## src/rtl/mips_muldiv_pkg.sv

```systemverilog
// mips_muldiv_pkg: shared types and constants for the multiply/divide unit.
//   muldiv_op_t    - op encodings seen on the op port (110/111 reserved)
//   muldiv_state_t - sequencer states
//   MULDIV_WIDTH   - default operand width
package mips_muldiv_pkg;

    localparam int unsigned MULDIV_WIDTH = 32;

    typedef enum logic [2:0] {
        OpMult  = 3'b000,
        OpMultu = 3'b001,
        OpDiv   = 3'b010,
        OpDivu  = 3'b011,
        OpMthi  = 3'b100,
        OpMtlo  = 3'b101
    } muldiv_op_t;

    typedef enum logic [1:0] {
        StIdle,
        StRun,
        StFix
    } muldiv_state_t;

endpackage

```

## src/rtl/muldiv_sign_fix.sv

```systemverilog
// muldiv_sign_fix: combinational conditional two's-complement negate.
//   neg_i  - negate data_i when high, pass through otherwise
//   data_i - input value (Width bits)
//   data_o - result (Width bits)
module muldiv_sign_fix #(
    parameter int unsigned Width = 32
) (
    input  logic             neg_i,
    input  logic [Width-1:0] data_i,
    output logic [Width-1:0] data_o
);

    assign data_o = neg_i ? -data_i : data_i;

endmodule

```

## src/rtl/mips_muldiv.sv

```systemverilog
// mips_muldiv: iterative multiply/divide unit with architectural HI/LO registers.
// One shift-add (multiply) or restoring-divide step per clock over operand magnitudes,
// followed by a single sign-correction/writeback cycle.
//   clk, rst_n    - clock (rising edge), asynchronous active-low reset
//   start, op     - request and operation, sampled only while idle
//   a, b          - rs / rt operands, only needed in the start cycle
//   busy          - operation in flight
//   done          - one-cycle pulse after HI/LO are written
//   div0          - pulses with done on a divide by zero
//   hi, lo        - HI / LO registers
// Build option: define MULDIV_DIV_EN to build the divider; otherwise DIV/DIVU are
// ignored like reserved ops and div0 is tied low.
module mips_muldiv
    import mips_muldiv_pkg::*;
#(
    parameter int unsigned WIDTH = MULDIV_WIDTH
) (
    input  logic             clk,
    input  logic             rst_n,
    input  logic             start,
    input  logic [2:0]       op,
    input  logic [WIDTH-1:0] a,
    input  logic [WIDTH-1:0] b,
    output logic             busy,
    output logic             done,
    output logic             div0,
    output logic [WIDTH-1:0] hi,
    output logic [WIDTH-1:0] lo
);

    localparam int unsigned CntW = $clog2(WIDTH) + 1;

    muldiv_state_t        state_q, state_d;
    logic [CntW-1:0]      cnt_q, cnt_d;
    // Multiply: {partial product, multiplier}. Divide: {remainder, dividend/quotient}.
    logic [2*WIDTH-1:0]   acc_q, acc_d;
    logic [WIDTH-1:0]     opnd_q, opnd_d;   // multiplicand or divisor magnitude
    logic                 neg_q, neg_d;     // operand signs differ on a signed op
    logic [WIDTH-1:0]     hi_q, hi_d, lo_q, lo_d;
    logic                 done_q, done_d;

    logic                 is_mul_op, is_div_op, is_signed;
    logic [WIDTH-1:0]     mag_a, mag_b;
    logic [WIDTH:0]       add_sum;
    logic [2*WIDTH-1:0]   mul_next, prod_fixed;

    assign is_mul_op = (op == OpMult) || (op == OpMultu);
    assign is_signed = (op == OpMult) || (op == OpDiv);

    muldiv_sign_fix #(.Width(WIDTH)) u_mag_a (
        .neg_i  (is_signed & a[WIDTH-1]),
        .data_i (a),
        .data_o (mag_a)
    );

    muldiv_sign_fix #(.Width(WIDTH)) u_mag_b (
        .neg_i  (is_signed & b[WIDTH-1]),
        .data_i (b),
        .data_o (mag_b)
    );

    muldiv_sign_fix #(.Width(2*WIDTH)) u_fix_prod (
        .neg_i  (neg_q),
        .data_i (acc_q),
        .data_o (prod_fixed)
    );

    // Shift-add step: conditionally add multiplicand into the upper half, shift right.
    assign add_sum  = {1'b0, acc_q[2*WIDTH-1:WIDTH]} + {1'b0, opnd_q};
    assign mul_next = acc_q[0] ? {add_sum, acc_q[WIDTH-1:1]}
                               : {1'b0, acc_q[2*WIDTH-1:1]};

`ifdef MULDIV_DIV_EN
    logic                 is_div_q, is_div_d;
    logic                 neg_rem_q, neg_rem_d;   // dividend was negative (signed)
    logic                 dz_q, dz_d;             // divisor was zero
    logic                 div0_q, div0_d;
    logic [WIDTH:0]       div_shift, div_diff;
    logic [2*WIDTH-1:0]   div_next;
    logic [WIDTH-1:0]     quot_fixed, rem_fixed;

    assign is_div_op = (op == OpDiv) || (op == OpDivu);

    // Restoring step: {remainder, next dividend bit} minus divisor; keep if no borrow.
    assign div_shift = acc_q[2*WIDTH-1:WIDTH-1];
    assign div_diff  = div_shift - {1'b0, opnd_q};
    assign div_next  = div_diff[WIDTH] ? {div_shift[WIDTH-1:0], acc_q[WIDTH-2:0], 1'b0}
                                       : {div_diff[WIDTH-1:0], acc_q[WIDTH-2:0], 1'b1};

    // With a zero divisor every step "subtracts", leaving quotient = all ones and
    // remainder = |a|; re-applying the dividend sign to |a| restores a unmodified.
    muldiv_sign_fix #(.Width(WIDTH)) u_fix_quot (
        .neg_i  (neg_q & ~dz_q),
        .data_i (acc_q[WIDTH-1:0]),
        .data_o (quot_fixed)
    );

    muldiv_sign_fix #(.Width(WIDTH)) u_fix_rem (
        .neg_i  (neg_rem_q),
        .data_i (acc_q[2*WIDTH-1:WIDTH]),
        .data_o (rem_fixed)
    );

    assign div0 = div0_q;
`else
    assign is_div_op = 1'b0;
    assign div0      = 1'b0;
`endif

    always_comb begin
        state_d = state_q;
        cnt_d   = cnt_q;
        acc_d   = acc_q;
        opnd_d  = opnd_q;
        neg_d   = neg_q;
        hi_d    = hi_q;
        lo_d    = lo_q;
        done_d  = 1'b0;
`ifdef MULDIV_DIV_EN
        is_div_d  = is_div_q;
        neg_rem_d = neg_rem_q;
        dz_d      = dz_q;
        div0_d    = 1'b0;
`endif
        unique case (state_q)
            StIdle: begin
                if (start) begin
                    if (is_mul_op || is_div_op) begin
                        state_d = StRun;
                        cnt_d   = '0;
                        acc_d   = {{WIDTH{1'b0}}, mag_a};
                        opnd_d  = mag_b;
                        neg_d   = is_signed & (a[WIDTH-1] ^ b[WIDTH-1]);
`ifdef MULDIV_DIV_EN
                        is_div_d  = is_div_op;
                        neg_rem_d = is_signed & a[WIDTH-1];
                        dz_d      = (b == '0);
`endif
                    end else if (op == OpMthi) begin
                        hi_d   = a;
                        done_d = 1'b1;
                    end else if (op == OpMtlo) begin
                        lo_d   = a;
                        done_d = 1'b1;
                    end
                end
            end
            StRun: begin
`ifdef MULDIV_DIV_EN
                acc_d = is_div_q ? div_next : mul_next;
`else
                acc_d = mul_next;
`endif
                cnt_d = cnt_q + 1'b1;
                if (cnt_q == CntW'(WIDTH - 1)) begin
                    state_d = StFix;
                end
            end
            StFix: begin
                state_d = StIdle;
                done_d  = 1'b1;
`ifdef MULDIV_DIV_EN
                if (is_div_q) begin
                    hi_d   = rem_fixed;
                    lo_d   = quot_fixed;
                    div0_d = dz_q;
                end else begin
                    {hi_d, lo_d} = prod_fixed;
                end
`else
                {hi_d, lo_d} = prod_fixed;
`endif
            end
            default: state_d = StIdle;
        endcase
    end

    always_ff @(posedge clk or negedge rst_n) begin
        if (!rst_n) begin
            state_q <= StIdle;
            cnt_q   <= '0;
            acc_q   <= '0;
            opnd_q  <= '0;
            neg_q   <= 1'b0;
            hi_q    <= '0;
            lo_q    <= '0;
            done_q  <= 1'b0;
`ifdef MULDIV_DIV_EN
            is_div_q  <= 1'b0;
            neg_rem_q <= 1'b0;
            dz_q      <= 1'b0;
            div0_q    <= 1'b0;
`endif
        end else begin
            state_q <= state_d;
            cnt_q   <= cnt_d;
            acc_q   <= acc_d;
            opnd_q  <= opnd_d;
            neg_q   <= neg_d;
            hi_q    <= hi_d;
            lo_q    <= lo_d;
            done_q  <= done_d;
`ifdef MULDIV_DIV_EN
            is_div_q  <= is_div_d;
            neg_rem_q <= neg_rem_d;
            dz_q      <= dz_d;
            div0_q    <= div0_d;
`endif
        end
    end

    assign busy = (state_q != StIdle);
    assign done = done_q;
    assign hi   = hi_q;
    assign lo   = lo_q;

endmodule

```

## config.mk

```make
export PLATFORM = sky130hd
export DESIGN_NAME = mips_muldiv
export DESIGN_NICKNAME = d
export VERILOG_FILES = /design/src/rtl/mips_muldiv_pkg.sv /design/src/rtl/muldiv_sign_fix.sv /design/src/rtl/mips_muldiv.sv
export SDC_FILE = /design/constraint.sdc
export NUM_CORES = 1
export LEC_CHECK = 0
export BUFFER_PORTS_ARGS = -buffer_cell sky130_fd_sc_hd__buf_4
export CAP_MARGIN = 20
export CELL_PAD_IN_SITES_DETAIL_PLACEMENT = 0
export CELL_PAD_IN_SITES_GLOBAL_PLACEMENT = 1
export CORE_MARGIN = 2
export CORE_UTILIZATION = 45
export CTS_CLUSTER_DIAMETER = 150
export DETAILED_ROUTE_END_ITERATION = 12
export PLACE_DENSITY_LB_ADDON = 0.1
export SETUP_SLACK_MARGIN = 0.5
export SYNTH_ARGS = -nofsm -noshare
export SYNTH_HDL_FRONTEND = slang
export SYNTH_SLANG_ARGS = --single-unit
```

## constraint.sdc

```tcl
create_clock -name clk -period 3.4 [get_ports clk]
set_clock_uncertainty 0.1 [all_clocks]
set_input_delay 0.68 -clock clk [delete_from_list [all_inputs] [get_ports clk]]
set_output_delay 0.68 -clock clk [all_outputs]
set_load 0.05 [all_outputs]
```

==> flow_summary.ini, run 1 <==
[outcome]
status = finished clean

[timing]
min_period_over_period = 0.8912
hold_violations = 0
max_slew.worst_pin.slew_ps = 758.6
rsz0062_at_grt = yes
setup-tns-final_ps = 0
setup_violations = 0
fmax_ghz = 0.3300
relSlewSlack = 0.4943
min_period_ps = 3030
slew_viol_final = 0

[cells_and_area]
diodes = 0
nets = 1614
drive_gt1_frac = 0.2039
final_cells = 1850
area_growth_pct = 21.98

[setup_path]
rr_endpoint = acc_q[57]
end_kind = register
cp_max_fo = 2
r2r-start = opnd_q[0]
required_ps = 3660
crit_type = register to register
r2r_slack_ps = 370
r2r_cells = 12
worstSetupStartpointType = register
crit_arrival_ps = 3290

[placed_design]
gp_congestion = 0.8820
port_buffers = 135
place_hpwl_mm = 26.23
placed_cells = 1799

[grt]
antenna_found_initial = 0
grt_pass1_wl_mm = 55.99
grt_pass1_vias = 10210
grt_overflow = 0
grt_usage = 0.2653
grt_max_degree = 64

[floorplanning]
num_rows = 58
die_y_um = 163.8
die_x_um = 163.8
ios = 137
dieArea_sq_um = 26820
coreArea_sq_um = 25110
initial_core_util = 0.4575

[clocking]
clockBufferDepth = 2
cts.sinks = 170
clk_latency_ps = 430
clk_pin_slew_worst_paths_ps = 70
hold_buffers = 0
cts_root_buffer = clkbuf_16
cts-buffers-inserted = 17
cts_htree_levels = 4
cts_tree = done

[routing]
first_iter_violations = 763
num_vias = 10710
dr.pass1.iters = 7
ant_nets = 0
drc = 0
vias_per_cell = 5.789
wire_per_inst_um = 19.04
wirelength_mm = 35.23

[logic_synthesis]
ys_seq_area_frac = 0.3703
synth.distinct_cells = 70
ys_async_sr_fraction = 1.000
ys_ff_latch = 170
synth_area_sq_um = 11490
syn_avg_cell_area_sq_um = 8.391
synth_edf_count = 0
synthFlopType = dfrtp_1
syn-num-nets = 1476
yosysWarnings = 0
netlist_instances = 1369

[power]
peakVddDrop_uv = 434.1
power.density_nw_per_um2 = 1000
fin_total_pwr_mw = 14.01
power.leakage_nw = 5.967

[flow_run]
drv_cap = 0

[worst_hold_path]
hp-class = primary input to asynchronous set/reset pin
[sequential cells by signal, summed over array words and instances, names as in the netlist]
name and flops:
acc_q 64, hi 32, state_q 2, lo 32, neg_q 1, done 1
cnt_q 6, opnd_q 32
[synth_stat cells (all sizes together) (2+ instances only)]
cell type    n  share of area
nand2      179          0.058
o21ai      176          0.077
dfrtp      170           0.37
nor2       103          0.034
xor2        88          0.067
clkbuf      77          0.025
a21oi       76          0.033
a22oi       43          0.028
xnor2       42          0.032
ha          36          0.039
nor3        27          0.012
o31ai       27          0.018
nand3       25          0.011
or3         20          0.011
nor2b       19          0.010
or4         19          0.013
inv         18         0.0059
mux2i       18          0.016
a21o        16          0.010
nor4        14         0.0095
o221ai      14          0.011
o22ai       13         0.0071
o41ai       13          0.011
nand4       12         0.0065
a221oi      11         0.0084
and2        10         0.0054
a211oi       9         0.0068
a22o         9         0.0069
nand2b       9         0.0049
o21a         9         0.0059
o211ai       8         0.0052
or2          8         0.0044
a31oi        7         0.0038
and3         5         0.0027
buf          5         0.0021
a222oi       4         0.0035
a211o        3         0.0023
nor3b        3         0.0020
o311ai       3         0.0029
o31a         3         0.0023
a311oi       2         0.0015
a32oi        2         0.0015
o211a        2         0.0017
[per-stage QoR]
step           worst slack, ps  hold WS, ps  cell area, sq um    util
2_1_floorplan            420.2        284.4             11500       -
3_3_place_gp             195.3        364.2             13010  0.5180
3_5_place_dp             163.0        372.2             13010  0.5180
4_1_cts                  397.8        161.9             13750  0.5475
5_1_grt                  265.8        178.1             14010  0.5581
6_report                 370.0        139.4             14010  0.5581
[critical path, stage by stage (launching register included)]
cell and delay, ps:
dfrtp_1 360, ha_2 210, inv_2 50, fa_2 380
nor2b_4 140, o2111ai_2 160, a2111oi_2 430, buf_4 180
o31a_1 190, a21o_1 180, a221oi_1 100, or4_1 420
nand4_1 80
[cell type report]
type,count,area (sq um)
fill,2406,11100
multi-input combinational,1100,7159
sequential,170,4260
timing repair buffer,200,1538
clock buffer,19,442.9
tap,330,412.9
clock inverter,13,131.4
inverter,18,67.56
[cells by family (layout without fill, tap and decap cells)]
logic type / Yosys count / in the layout / share of synthesized area
mux: 19 / 19 / 0.01666
fa+ha+maj: 37 / 37 / 0.04095
simple gates: 457 / 458 / 0.1888
xor+xnor: 130 / 130 / 0.09912
other cells: 1 / 1 / 0.0003264
buf+inv: 100 / 250 / 0.03311
flops: 170 / 170 / 0.3703
compound gates: 455 / 455 / 0.2507
[report_power, final]
part / internal [mW] / switching, mW / leakage [nW]
sequential: 3.00 / 1.06 / 2.08
clock: 1.05 / 0.884 / 0.272
combinational: 3.03 / 4.98 / 3.62
[routing by layer]
layer,share of wire,GRT usage,vias up
met3,0.052,0.03864,35
met5,0,0,-
met4,0.017,0.06380,0
met2,0.48,0.4425,313
li1,-,-,5269
met1,0.46,0.3641,5093
[what timing repair did]
action	in CTS	in global routing
hold endpoints to repair	0	0
resized for setup	23	53
pin swaps	5	24
gates cloned	1	0
endpoints found under the setup margin	31	35
setup buffers	11	7
[cells in the final DEF, fill, tap and decap left out, types with 18 or more instances in the layout]
cell | synthesis | final
o21ai_0 | 175 | 164
nand2_1 | 179 | 172
nor3_1 | 26 | 20
buf_4 | 1 | 195
dfrtp_1 | 170 | 165
xnor2_1 | 42 | 41
a22oi_1 | 43 | 43
ha_1 | 36 | 34
a21oi_1 | 76 | 72
nor2_1 | 102 | 98
xor2_1 | 88 | 88
o31ai_1 | 27 | 26
nand3_1 | 25 | 22
mux2i_1 | 18 | 18
[how the worst max path moves through the flow]
stage | startpoint | cells past startpoint | slack [ps] | to
floorplan | a[17] | 7 | 420 | acc_q[30]
global placement | a[17] | 8 | 200 | acc_q[30]
detailed placement | a[17] | 8 | 160 | acc_q[30]
CTS | acc_q[27] | 7 | 400 | hi[5]
global route | opnd_q[0] | 14 | 270 | acc_q[55]
finish | opnd_q[0] | 12 | 370 | acc_q[57]
Power figures use the tool's default switching activity.
==> run 2: changes to the inputs <==
- SYNTH_HIERARCHICAL: default -> 1
==> run 2 against run 1 <==
Compared with the run above: clock power increased by 8%; non-clock buffer count decreased by 9; critical path depth decreased by 4; sequential power decreased by 10%; worst setup slack improved by 130 ps; cell area increased by 3.3%; synthesized cell count increased by 8.0%; combinational power decreased by 28%; via count increased by 6.5%.
==> flow_summary.ini, run 2 <==
[outcome]
status = finished clean

[grt]
antenna_found_initial = 0
grt_max_degree = 65
grt_pass1_wl_mm = 60.10
grt_usage = 0.2661
grt_overflow = 0
grt_pass1_vias = 11020

[timing]
min_period_ps = 2903
slew_viol_final = 0
setup_violations = 0
hold_violations = 0
setup-tns-final_ps = 0
fmax_ghz = 0.3445
max_slew.worst_pin.slew_ps = 896.3
min_period_over_period = 0.8537
relSlewSlack = 0.4025
rsz0062_at_grt = yes
hold_ws_ps = 91.91

[placed_design]
port_buffers = 135
placed_cells = 1905
gp_congestion = 0.8903
place_hpwl_mm = 27.84

[logic_synthesis]
yosysMostFrequentCell = nand2_1
syn-num-nets = 1586
synth_area_sq_um = 12140
syn_avg_cell_area_sq_um = 8.206
synth_edf_count = 0
yosysWarnings = 6
synthFlopType = dfrtp_1
ys_top_cells_by_count = 261 x nand2_1, 170 x dfrtp_1, 134 x a21oi_1, 130 x xnor2_1, 102 x nor2_1
ys_seq_area_frac = 0.3505
synth.distinct_cells = 77
ys_ff_latch = 170
synth_top_area_frac = 0.3505
netlist_instances = 1479
synth_top_area_cell = dfrtp_1
synth.area.top_cells = dfrtp_1 35%, xnor2_1 9.4%, nand2_1 8.1%
ys_async_sr_fraction = 1.000

[floorplanning]
ios = 137
die_y_um = 168.2
dieArea_sq_um = 28300
num_rows = 60
initial_core_util = 0.4541
die_x_um = 168.2
coreArea_sq_um = 26730

[cells_and_area]
diodes = 0
final_common_cell = nand2_1
final_util = 0.5415
nets = 1706
largest_reg_flops = 64
nFillCells = 2595
drive_gt1_frac = 0.1837
area_growth_pct = 19.24
layout_common_cells = 261 x nand2_1, 186 x buf_4, 161 x dfrtp_1, 134 x a21oi_1, 130 x xnor2_1
regMostFlops = acc_q
final_cells = 1952

[routing]
vias_per_cell = 5.843
wirelength_mm = 37.61
num_vias = 11410
first_iter_violations = 808
wire_per_inst_um = 19.27
drc = 0
ant_nets = 0
dr.pass1.iters = 5

[power]
power.leakage_nw = 6.002
peakVddDrop_uv = 326.2
power.density_nw_per_um2 = 797.1

[setup_path]
rr_endpoint = hi[26]
r2r-start = acc_q[6]
cp_max_fo = 6
cp-startpoint = acc_q[6]
r2r_slack_ps = 500
end_kind = register
crit_type = register to register
required_ps = 3600
crit_arrival_ps = 3100
worstSetupStartpointType = register
r2r_cells = 8

[clocking]
cts-buffers-inserted = 17
cts_htree_levels = 4
clockBufferDepth = 2
clk_latency_ps = 440
cts.sinks = 170
cts_tree = done
cts_root_buffer = clkbuf_16
hold_buffers = 0
clk_pin_slew_worst_paths_ps = 80

[worst_hold_path]
hp-class = primary input to asynchronous set/reset pin

[flow_run]
drv_cap = 0
## run 2: cell count changes in the layout (fill, tap and decap cells not counted), sizes merged, moves of 12 or more
cell,delta
nand2,+82
o31ai,+12
o221ai,-13
o21ai,-64
o22ai,-13
a31oi,+32
a21oi,+58
nor3,-18
xor2,-70
a22oi,-23
nor2b,+24
xnor2,+88
o41ai,+28
## run 2: worst max-delay path by stage
stage                            to  cells after the start
after CTS                    hi[27]                      7
after detailed placement     hi[23]                      7
after global routing         lo[18]                      7
after floorplan              hi[31]                      7
final                        hi[26]                      8
after global placement    acc_q[31]                      7
## run 2: cell type report
cell class                 instances  area (sq um)  area share
tap                              341         426.7     0.02948
clock buffer                      17         425.4     0.02940
clock inverter                    14         183.9     0.01271
sequential                       170          4265      0.2947
inverter                          22         82.58    0.005706
timing repair buffer             191          1488      0.1028
multi-input combinational       1197          7600      0.5252
## run 2: kinds of logic (layout without fill, tap and decap cells)
| group | after synthesis | after routing | share of synthesized area |
|---|---|---|---|
| muxes | 9 | 9 | 0.007423 |
| xor gates and xnor gates | 148 | 148 | 0.1068 |
| adders and majority gates | 37 | 37 | 0.03876 |
| DFF | 170 | 170 | 0.3505 |
| AOI/OAI and AO/OA | 433 | 433 | 0.2283 |
| and+or+nand+nor | 569 | 569 | 0.2264 |
| other | 1 | 1 | 0.0003090 |
| buffers and inverters | 112 | 244 | 0.04155 |
## run 2: worst max-delay path, stage by stage, from the launching register on
cell and delay [ps]:
dfrtp_1 420, or4_4 600, nor4_2 340, buf_4 200
nand4_1 280, o41ai_1 480, xnor2_1 120, a21oi_1 140
o21ai_1 70
## run 2: what timing repair did
action	in CTS	in global routing
setup buffers	9	7
endpoints found under the setup margin	28	32
resized for setup	17	20
pin swaps	9	9
hold endpoints to repair	0	0
## run 2: power by group
part | switching, mW | internal (mW) | total, mW
registers | 0.906 | 2.75 | 3.66
logic | 3.56 | 2.24 | 5.80
clock network | 0.906 | 1.17 | 2.08
total | 5.37 | 6.16 | 11.5
## run 2: stage by stage
step                      cell area [sq um]  setup WS, ps  total power, mW
after CTS                             14300         509.4            11.40
after global routing                  14470         411.3            12.29
final                                 14470         497.3            11.54
after global placement                13560         396.5            9.147
after detailed placement              13560         360.0            9.205
after floorplan                       12140         583.4            7.518
## run 2: layer usage
| layer | up-vias | share of wire | GRT usage |
|---|---|---|---|
| met2 | 323 | 0.49 | 0.4616 |
| li1 | 5558 | - | - |
| met5 | - | 0 | 0 |
| met3 | 48 | 0.044 | 0.03761 |
| met1 | 5476 | 0.45 | 0.3480 |
| met4 | 0 | 0.021 | 0.07234 |
==> run 3: changes to the inputs <==
- CORE_UTILIZATION: 45 -> 41
- PLACE_DENSITY: default -> 0.77
- PLACE_DENSITY_LB_ADDON: 0.1 -> default
- clock period: 3.4 -> 2.5 ns (I/O delays scaled with it)
==> run 3 against run 2 <==
Compared with the run above: the run now ends with negative setup slack left; combinational power up 100%; wire length up 13%; critical endpoint is now acc_q[61]; via count up 9.2%; total power up 66%; register-to-register slack worse by 770 ps; global-route usage up 0.64 points.
==> flow_summary.ini, run 3 (synthesized netlist as in run 2, its figures left out) <==
[placed_design]
placed_cells = 2116
port_buffers = 135
gp_congestion = 0.9194
pre_cts_slack_ps = -314.0
place_hpwl_mm = 30.86

[worst_hold_path]
min_to = neg_q
hp-class = primary input to register
min_from = op[0]
hold_depth = 2

[setup_path]
crit_arrival_ps = 3000
end_kind = register
rr_endpoint = acc_q[61]
cp_max_fo = 5
r2r-start = acc_q[32]
r2r_slack_ps = -270
worst_path_largest_cell_delay_ps = 410
crit_type = register to register
r2r_cells = 9
worst_path_max_delay_cell = a221o_2
path_cells = ha_2 -> fa_2 -> a21o_4 -> a221o_2 -> o31ai_4 -> o21ai_4 -> a31oi_4 -> a2111oi_1 -> nand3b_1
required_ps = 2730
worstSetupStartpointType = register

[floorplanning]
die_x_um = 176.1
num_rows = 62
initial_core_util = 0.4194
ios = 137
coreArea_sq_um = 28940
die_y_um = 176.1
dieArea_sq_um = 30990

[outcome]
status = finished with violations
failed_checks = negative setup slack

[cells_and_area]
ff_latch_area_sq_um = 4272
final_cells = 2208
layout_common_cells = 322 x buf_4, 248 x nand2_1, 158 x dfrtp_1, 111 x a21oi_1, 102 x xnor2_1
largest_reg_flops = 64
multi_input_area_sq_um = 9659
drive_gt1_frac = 0.3882
diodes = 0
nFillCells = 2444
area_growth_pct = 53.12
regMostFlops = acc_q
final_common_cell = buf_4
nets = 1918

[timing]
min_period_over_period = 1.109
slew_viol_final = 0
hold_violations = 0
min_period_ps = 2773
setup_violations = 53
max_slew.worst_pin.slew_ps = 830.5
fmax_ghz = 0.3606
rsz0062_at_grt = yes
finalWorstSetupSlack_ps = -273.2
setup-tns-final_ps = -5900
relSlewSlack = 0.4443

[clocking]
clk_pin_slew_worst_paths_ps = 70
cts_root_buffer = clkbuf_16
cts-buffers-inserted = 17
cts_tree = done
cts_htree_levels = 4
cts.sinks = 170
clockBufferDepth = 2
clk_latency_ps = 450

[power]
power.density_nw_per_um2 = 1029
power.leakage_nw = 7.693
peakVddDrop_uv = 706.5

[routing]
drc = 0
wirelength_mm = 42.59
wire_per_inst_um = 19.29
vias_per_cell = 5.642
ant_nets = 0
num_vias = 12460
dr.pass1.iters = 6
first_iter_violations = 776

[flow_run]
drv_cap = 0

[grt]
grt_pass1_vias = 12490
grt_overflow = 0
grt_pass1_wl_mm = 66.63
grt_max_degree = 65
antenna_found_initial = 0
grt_usage = 0.2724
run 3: cell types whose count changed in the layout (fill, tap and decap cells not counted), sizes merged:
cell,before,now
buf,191,402
clkbuf,17,19
inv,28,26
clkinv,2,3
dlygate4sd3,0,1
run 3: worst max path at each step:
stage | startpoint | to
detailed placement | a[14] | acc_q[30]
floorplan | acc_q[46] | hi[31]
global placement | a[14] | acc_q[31]
CTS | acc_q[43] | hi[27]
finish | acc_q[32] | acc_q[61]
global route | acc_q[32] | acc_q[61]
run 3: per-layer routing:
metal,vias to the layer above,wire (um),GRT usage
met5,-,0,0
met3,70,1859,0.03122
met2,360,21270,0.4783
li1,5983,-,-
met4,0,1133,0.08196
met1,6045,18330,0.3521
run 3: repair_timing:
action / CTS / global route
gates resized for setup: 174 / 121
pin swaps: 123 / 124
endpoints found under the hold margin: 31 / 0
buffers inserted: 37 / 22
hold buffers: 1 / 0
endpoints found under the setup margin: 107 / 113
run 3: stage by stage:
stage | utilization | power (mW) | cell area (sq um) | hold slack [ps]
floorplan | - | 10.69 | 13000 | 104.4
global placement | 0.5457 | 14.31 | 15790 | 326.9
detailed placement | 0.5457 | 14.40 | 15790 | 329.4
CTS | 0.6145 | 18.26 | 17780 | 204.3
global route | 0.6423 | 20.22 | 18580 | 215.8
finish | 0.6423 | 19.12 | 18580 | 221.3
run 3: final cells by class:
type / instances / share of cell area
Multi-Input combinational cell: 1197 / 0.5198
Sequential cell: 170 / 0.2299
Timing Repair Buffer: 403 / 0.1873
Tap cell: 384 / 0.02585
Clock buffer: 19 / 0.02383
Clock inverter: 13 / 0.008954
Inverter: 22 / 0.004444
run 3: power by group:
part           internal, mW  switching, mW
sequential             3.75          0.965
clock                  1.61           1.21
combinational          5.03           6.55
total                  10.4           8.72
run 3: worst max-delay path: cells and delay by family (launching register included):
family	cells	cell delay, ps
fa+ha+maj	2	540
compound gates	6	1410
flops	1	400
simple gates	1	190
